File: config.mk
export PLATFORM = sky130hd
export DESIGN_NAME = chan_mux_scan
export DESIGN_NICKNAME = d
export VERILOG_FILES = /design/src/rtl/chan_mux_pkg.sv /design/src/rtl/chan_scan_ctr.sv /design/src/rtl/chan_mux_scan.sv
export SDC_FILE = /design/constraint.sdc
export NUM_CORES = 1
export LEC_CHECK = 0
export ABC_CLOCK_PERIOD_IN_PS = 3900
export CAP_MARGIN = 15
export CORE_AREA = 2 2 39 41
export DETAILED_ROUTE_END_ITERATION = 8
export DIE_AREA = 0 0 41 43
export DONT_BUFFER_PORTS = 1
export PLACE_DENSITY = 0.53
export SLEW_MARGIN = 20
export SYNTH_ARGS = -nofsm -noshare
export SYNTH_HDL_FRONTEND = slang
export SYNTH_SLANG_ARGS = --single-unit
File: constraint.sdc
create_clock -name clk -period 3.9 [get_ports clk]
set_input_delay 0.39 -clock clk [delete_from_list [all_inputs] [get_ports clk]]
set_output_delay 0.39 -clock clk [all_outputs]
set_load 0.01 [all_outputs]
File: src/rtl/chan_mux_pkg.sv
// Shared definitions for the channel multiplexer: mode encodings, FSM states
// and the channel-index width helper.
package chan_mux_pkg;

  localparam logic MODE_MANUAL = 1'b0;
  localparam logic MODE_SCAN   = 1'b1;

  typedef enum logic {
    ST_MANUAL = 1'b0,
    ST_SCAN   = 1'b1
  } state_e;

  function automatic int cw_f(input int n);
    return (n > 1) ? $clog2(n) : 1;
  endfunction

endpackage

File: src/rtl/chan_scan_ctr.sv
// Channel pointer with dwell counter: load forces a channel and clears the
// dwell count, en steps through channels holding each for DWELL cycles.
module chan_scan_ctr
  import chan_mux_pkg::*;
#(
  parameter int N     = 4,
  parameter int DWELL = 4
) (
  input  logic                clk,
  input  logic                rst,
  input  logic                en,
  input  logic                load,
  input  logic [cw_f(N)-1:0]  load_val,
  output logic [cw_f(N)-1:0]  ch
);

  localparam int CW   = cw_f(N);
  localparam int CNTW = (DWELL > 1) ? $clog2(DWELL) : 1;

  logic [CNTW-1:0] cnt_q, cnt_d;
  logic [CW-1:0]   ch_q, ch_d;

  // Next pointer/count; an out-of-range pointer wraps to 0 on its next advance.
  always_comb begin
    cnt_d = cnt_q;
    ch_d  = ch_q;
    if (load) begin
      cnt_d = '0;
      ch_d  = load_val;
    end else if (en) begin
      if (cnt_q == CNTW'(DWELL - 1)) begin
        cnt_d = '0;
        ch_d  = (ch_q >= CW'(N - 1)) ? '0 : ch_q + 1'b1;
      end else begin
        cnt_d = cnt_q + 1'b1;
        ch_d  = ch_q;
      end
    end else begin
      cnt_d = cnt_q;
      ch_d  = ch_q;
    end
  end

  // Pointer and dwell registers.
  always_ff @(posedge clk) begin
    if (rst) begin
      cnt_q <= '0;
      ch_q  <= '0;
    end else begin
      cnt_q <= cnt_d;
      ch_q  <= ch_d;
    end
  end

  assign ch = ch_q;

endmodule

File: src/rtl/chan_mux_scan.sv
// N-channel data multiplexer with manual or auto-scan channel selection and a
// single registered output slot with valid/ready handshake.
module chan_mux_scan
  import chan_mux_pkg::*;
#(
  parameter int W     = 2,
  parameter int N     = 4,
  parameter int DWELL = 4
) (
  input  logic                clk,
  input  logic                rst,
  input  logic                mode,
  input  logic [cw_f(N)-1:0]  addr,
  input  logic [N*W-1:0]      in_bus,
  input  logic [N-1:0]        in_valid,
  input  logic                out_ready,
  output logic [W-1:0]        Mout,
  output logic                out_valid,
  output logic [cw_f(N)-1:0]  out_ch,
  output logic [cw_f(N)-1:0]  cur_ch
);

  localparam int CW = cw_f(N);

  state_e          state_q, state_d;
  logic            armed_q, armed_d;
  logic [W-1:0]    mout_q, mout_d;
  logic            out_valid_q, out_valid_d;
  logic [CW-1:0]   out_ch_q, out_ch_d;

  logic            load_s;
  logic            en_s;
  logic [W-1:0]    sel_data_s;
  logic            sel_vld_s;
  logic            capture_s;

  chan_scan_ctr #(
    .N     (N),
    .DWELL (DWELL)
  ) u_ctr (
    .clk      (clk),
    .rst      (rst),
    .en       (en_s),
    .load     (load_s),
    .load_val (addr),
    .ch       (cur_ch)
  );

  // Mode tracking; entering or staying in manual reloads the pointer from addr.
  always_comb begin
    case (mode)
      MODE_SCAN: state_d = ST_SCAN;
      default:   state_d = ST_MANUAL;
    endcase
    load_s = (state_q == ST_MANUAL) || (mode == MODE_MANUAL);
    en_s   = !load_s;
  end

  // AND-OR channel mux; a pointer >= N matches no channel.
  always_comb begin
    sel_data_s = '0;
    sel_vld_s  = 1'b0;
    for (int k = 0; k < N; k++) begin
      sel_data_s = sel_data_s | ({W{cur_ch == CW'(k)}} & in_bus[k*W +: W]);
      sel_vld_s  = sel_vld_s | ((cur_ch == CW'(k)) & in_valid[k]);
    end
  end

  // Output slot: load when free, drain on ready, otherwise hold.
  always_comb begin
    armed_d     = 1'b1;
    capture_s   = (!out_valid_q || out_ready) && armed_q && sel_vld_s;
    mout_d      = mout_q;
    out_ch_d    = out_ch_q;
    out_valid_d = out_valid_q;
    if (capture_s) begin
      mout_d      = sel_data_s;
      out_ch_d    = cur_ch;
      out_valid_d = 1'b1;
    end else if (out_ready) begin
      out_valid_d = 1'b0;
    end else begin
      out_valid_d = out_valid_q;
    end
  end

  // FSM state and output registers.
  always_ff @(posedge clk) begin
    if (rst) begin
      state_q     <= ST_MANUAL;
      armed_q     <= 1'b0;
      mout_q      <= '0;
      out_valid_q <= 1'b0;
      out_ch_q    <= '0;
    end else begin
      state_q     <= state_d;
      armed_q     <= armed_d;
      mout_q      <= mout_d;
      out_valid_q <= out_valid_d;
      out_ch_q    <= out_ch_d;
    end
  end

  assign Mout      = mout_q;
  assign out_valid = out_valid_q;
  assign out_ch    = out_ch_q;

endmodule

==> impl_results.rst <==
.. list-table::
   :header-rows: 1

   * - Metric
     - Value
   * - Sequential standard cell area
     - 220.2 um^2
   * - Commonest cells in the netlist
     - 11 x dfxtp_1, 5 x a21oi_1, 5 x ha_1, 5 x nand2_1
   * - Cells taking the most area after synthesis
     - dfxtp_1 41%, ha_1 12%, mux2i_1 5.6%
   * - Core box area
     - 0.001384 mm^2
   * - Worst setup path startpoint
     - u_ctr.ch[0]
   * - CTS hold repair buffers
     - 0
   * - Number of enable flip-flop cells after synthesis
     - 0
   * - Post-synthesis sequential area ratio
     - 41.03%
   * - Via-per-instance ratio
     - 5.233
   * - Peak supply drop
     - 0.1540 mV
   * - Mapped Cells
     - 54
   * - GRT overflow
     - 0
   * - Top flip-flop cell by instance count after synthesis
     - dfxtp_1
   * - Share of cell area taken by muxes after synthesis
     - 9.790%
   * - Pins Over Slew Limit
     - 0
   * - Effective utilization at floorplan
     - 38.79%
   * - Post-CTS setup-driven buffer insertion count
     - 0
   * - Aggregate negative setup slack
     - 0 ns
   * - Max-cap viol count
     - 0
   * - Xor and xnor area share after synthesis
     - 0%
   * - Area Growth Syn to Fin
     - 7.692%
   * - Average size of a mapped cell
     - 9.940 um^2
   * - Inst Count DP
     - 69
   * - Die Area
     - 0.001763 mm^2
   * - Number of DRC markers after the initial detailed-route iteration
     - 1
   * - CTS sink count
     - 11
   * - Buffers plus inverters on the worst setup path
     - 1
   * - Final antenna diode count
     - 0
   * - Worst r2r src
     - u_ctr.ch[0]
   * - Worst clock skew
     - 0.001191 ns
   * - Post-layout nets
     - 81
   * - Clock Pin Slew Worst Setup and Hold Paths
     - 0.07 ns
   * - Wire length reported by the detailed router
     - 1009 um
   * - Wire per inst
     - 13.82 um
   * - Compound-gate portion of the synthesized area
     - 20.75%
   * - Root Buffer Master
     - clkbuf_4
   * - Setup repair after global routing missed its margin
     - no
   * - Max-slew headroom at the worst pin
     - 80.39%
   * - Die width
     - 41 um
   * - Shortest period the worst path allows
     - 1.745 ns
   * - Run status
     - complete, no violations
   * - Signal arrival time at the worst endpoint
     - 1.90 ns
   * - Achievable clock frequency
     - 0.5732 GHz
   * - Kind of critical path
     - flip-flop to flip-flop
   * - Chip height
     - 43 um
   * - Weighted congestion at the end of routability-driven global placement
     - 0.6312
   * - Standard cell area after detailed placement
     - 551.8 um^2
   * - Total number of yosys warnings
     - 0
   * - Total power divided by cell area
     - 388.0 mW/mm^2
   * - Cell chain of the critical path
     - inv_1, ha_1, a22o_1, o211ai_2, mux2_2
   * - Number of standard cells in the layout, taps in and fillers out
     - 73
   * - Hold Slack
     - 0.1948 ns
   * - FILL cells
     - 136
   * - Maximum number of buffers from clock root to sink
     - 2
   * - Dpl hpwl
     - 800.7 um
   * - Leakage
     - 0.2394 nW
   * - Cell type with the largest total area after synthesis
     - dfxtp_1
   * - Fraction of synthesized cell area taken by the top area cell type
     - 41.03%
   * - CP max FO
     - 7
   * - Dominant delay contributor by cell family on the critical path
     - flip-flops
   * - Worst min-delay path class
     - input pin to flip-flop
   * - # rows
     - 14
   * - Combinational family with the most area after synthesis
     - compound AO/OA/AOI/OAI gates
   * - Antenna violations before repair
     - 0
   * - Synthesized net count
     - 77
   * - Clock buffers created by TritonCTS
     - 3
   * - Cell with the most instances after synthesis
     - dfxtp_1
   * - Hold Vio Cnt, Final
     - 0
   * - Total of buffers placed on input and output ports
     - 0
   * - Multi-input combinational cell area
     - 300.3 um^2
   * - Number of placed I/O pins
     - 25
   * - Wire length of the first global-routing pass
     - 1462 um
   * - Adder-cell share of the synthesized area
     - 11.66%
   * - Register bit count reported by yosys
     - 11
   * - DR pass1 iterations
     - 2
   * - Kind of start point of the critical path
     - flip-flop
   * - Post-synthesis share of cell area spent on and, or, nand and nor gates
     - 13.75%
   * - Pre-CTS setup slack
     - 2.151 ns
   * - Final design instance area without fill
     - 578.1 um^2
   * - Slowest cell on crit path
     - dfxtp_1
   * - Crit path largest cell delay
     - 0.49 ns
   * - Vias
     - 382
   * - Largest net degree at the start of global routing
     - 12
   * - H-Tree Level Count
     - 1
   * - Ratio of cells with drive above 1 in the final layout
     - 10.53%
   * - DRC violations left
     - 0
   * - Final WS setup
     - 2.155 ns
   * - PostCTS Resize Cnt
     - 0
   * - Synth cell types
     - 20
   * - Via count of the first global-routing pass
     - 399
   * - Startpoint of the tightest hold check path
     - rst
   * - Global Route Usage Sum
     - 12.89%
   * - Period Utilization, post-route
     - 44.73%
   * - Required time of the critical path
     - 4.05 ns
   * - Category of the worst setup path capture point
     - flip-flop
   * - Slew at the pin closest to its max-slew limit
     - 0.2938 ns
   * - Synth Cell Area
     - 536.8 um^2
   * - Clock insertion delay at the later pin of the skew report
     - 0.26 ns
   * - TritonCTS clock tree
     - done
   * - Number of routed nets with antenna violations
     - 0
   * - Final setup violation count
     - 0
   * - Share of synthesized registers carrying an async set or reset
     - 0%
## worst paths after layout
| check | endpoint | slack, ns | cells after the start |
|---|---|---|---|
| max | Mout[0] | 2.16 | 5 |
| min | out_valid | 0.19 | 1 |
| max reg2reg | Mout[0] | 2.16 | 5 |
| min reg2reg | u_ctr.cnt_q[0] | 0.42 | 1 |
## layout make-up
type	instances	share of cell area, %
clock buffers	4	4.545
well taps	16	3.463
multi-input cells	39	51.95
flip-flops and latches	11	38.10
inverters	3	1.948
## cell usage in the layout, fill, tap and decap left out, types with 2 or more instances in the layout
master	n
mux2i_1	3
clkbuf_4	3
dfxtp_1	11
nand2_1	5
mux2_2	2
a22oi_1	4
a21oi_1	5
nor2b_1	4
inv_1	3
a22o_1	2
ha_1	5
## registers in the layout, summed over array words and instances (netlist names)
register / flops
out_valid: 1
Mout: 2
out_ch: 2
armed_q: 1
u_ctr.cnt_q: 2
state_q: 1
u_ctr.ch: 2
## per-layer routing
metal,part of all wire [%],vias up,global-route usage (%)
li1,-,204,-
met1,44,162,12.66
met2,46,14,19.69
met3,8.3,2,4.188
met4,1.7,0,12.00
met5,0,-,0
## through the flow
step	power, W	utilization [%]
3_5_place_dp	0.0001531	39.87
2_1_floorplan	0.0001495	-
3_3_place_gp	0.0001527	39.87
6_report	0.0002243	41.77
4_1_cts	0.0002299	41.77
5_1_grt	0.0002385	41.77
## power breakdown
group	internal (W)	total, W	switching [W]
logic	0.0000131	0.0000248	0.0000117
clock network	0.0000395	0.0000742	0.0000347
registers	0.000118	0.000125	0.00000711
## kinds of logic (layout without fill, tap and decap cells)
logic type,Yosys count,in the layout
adders and majority gates,5,5
muxes,5,5
and+or+nand+nor,14,14
AOI/OAI and AO/OA,15,15
DFF,11,11
buffers and inverters,4,7
Note: power is estimated with default switching activity, not from simulation.
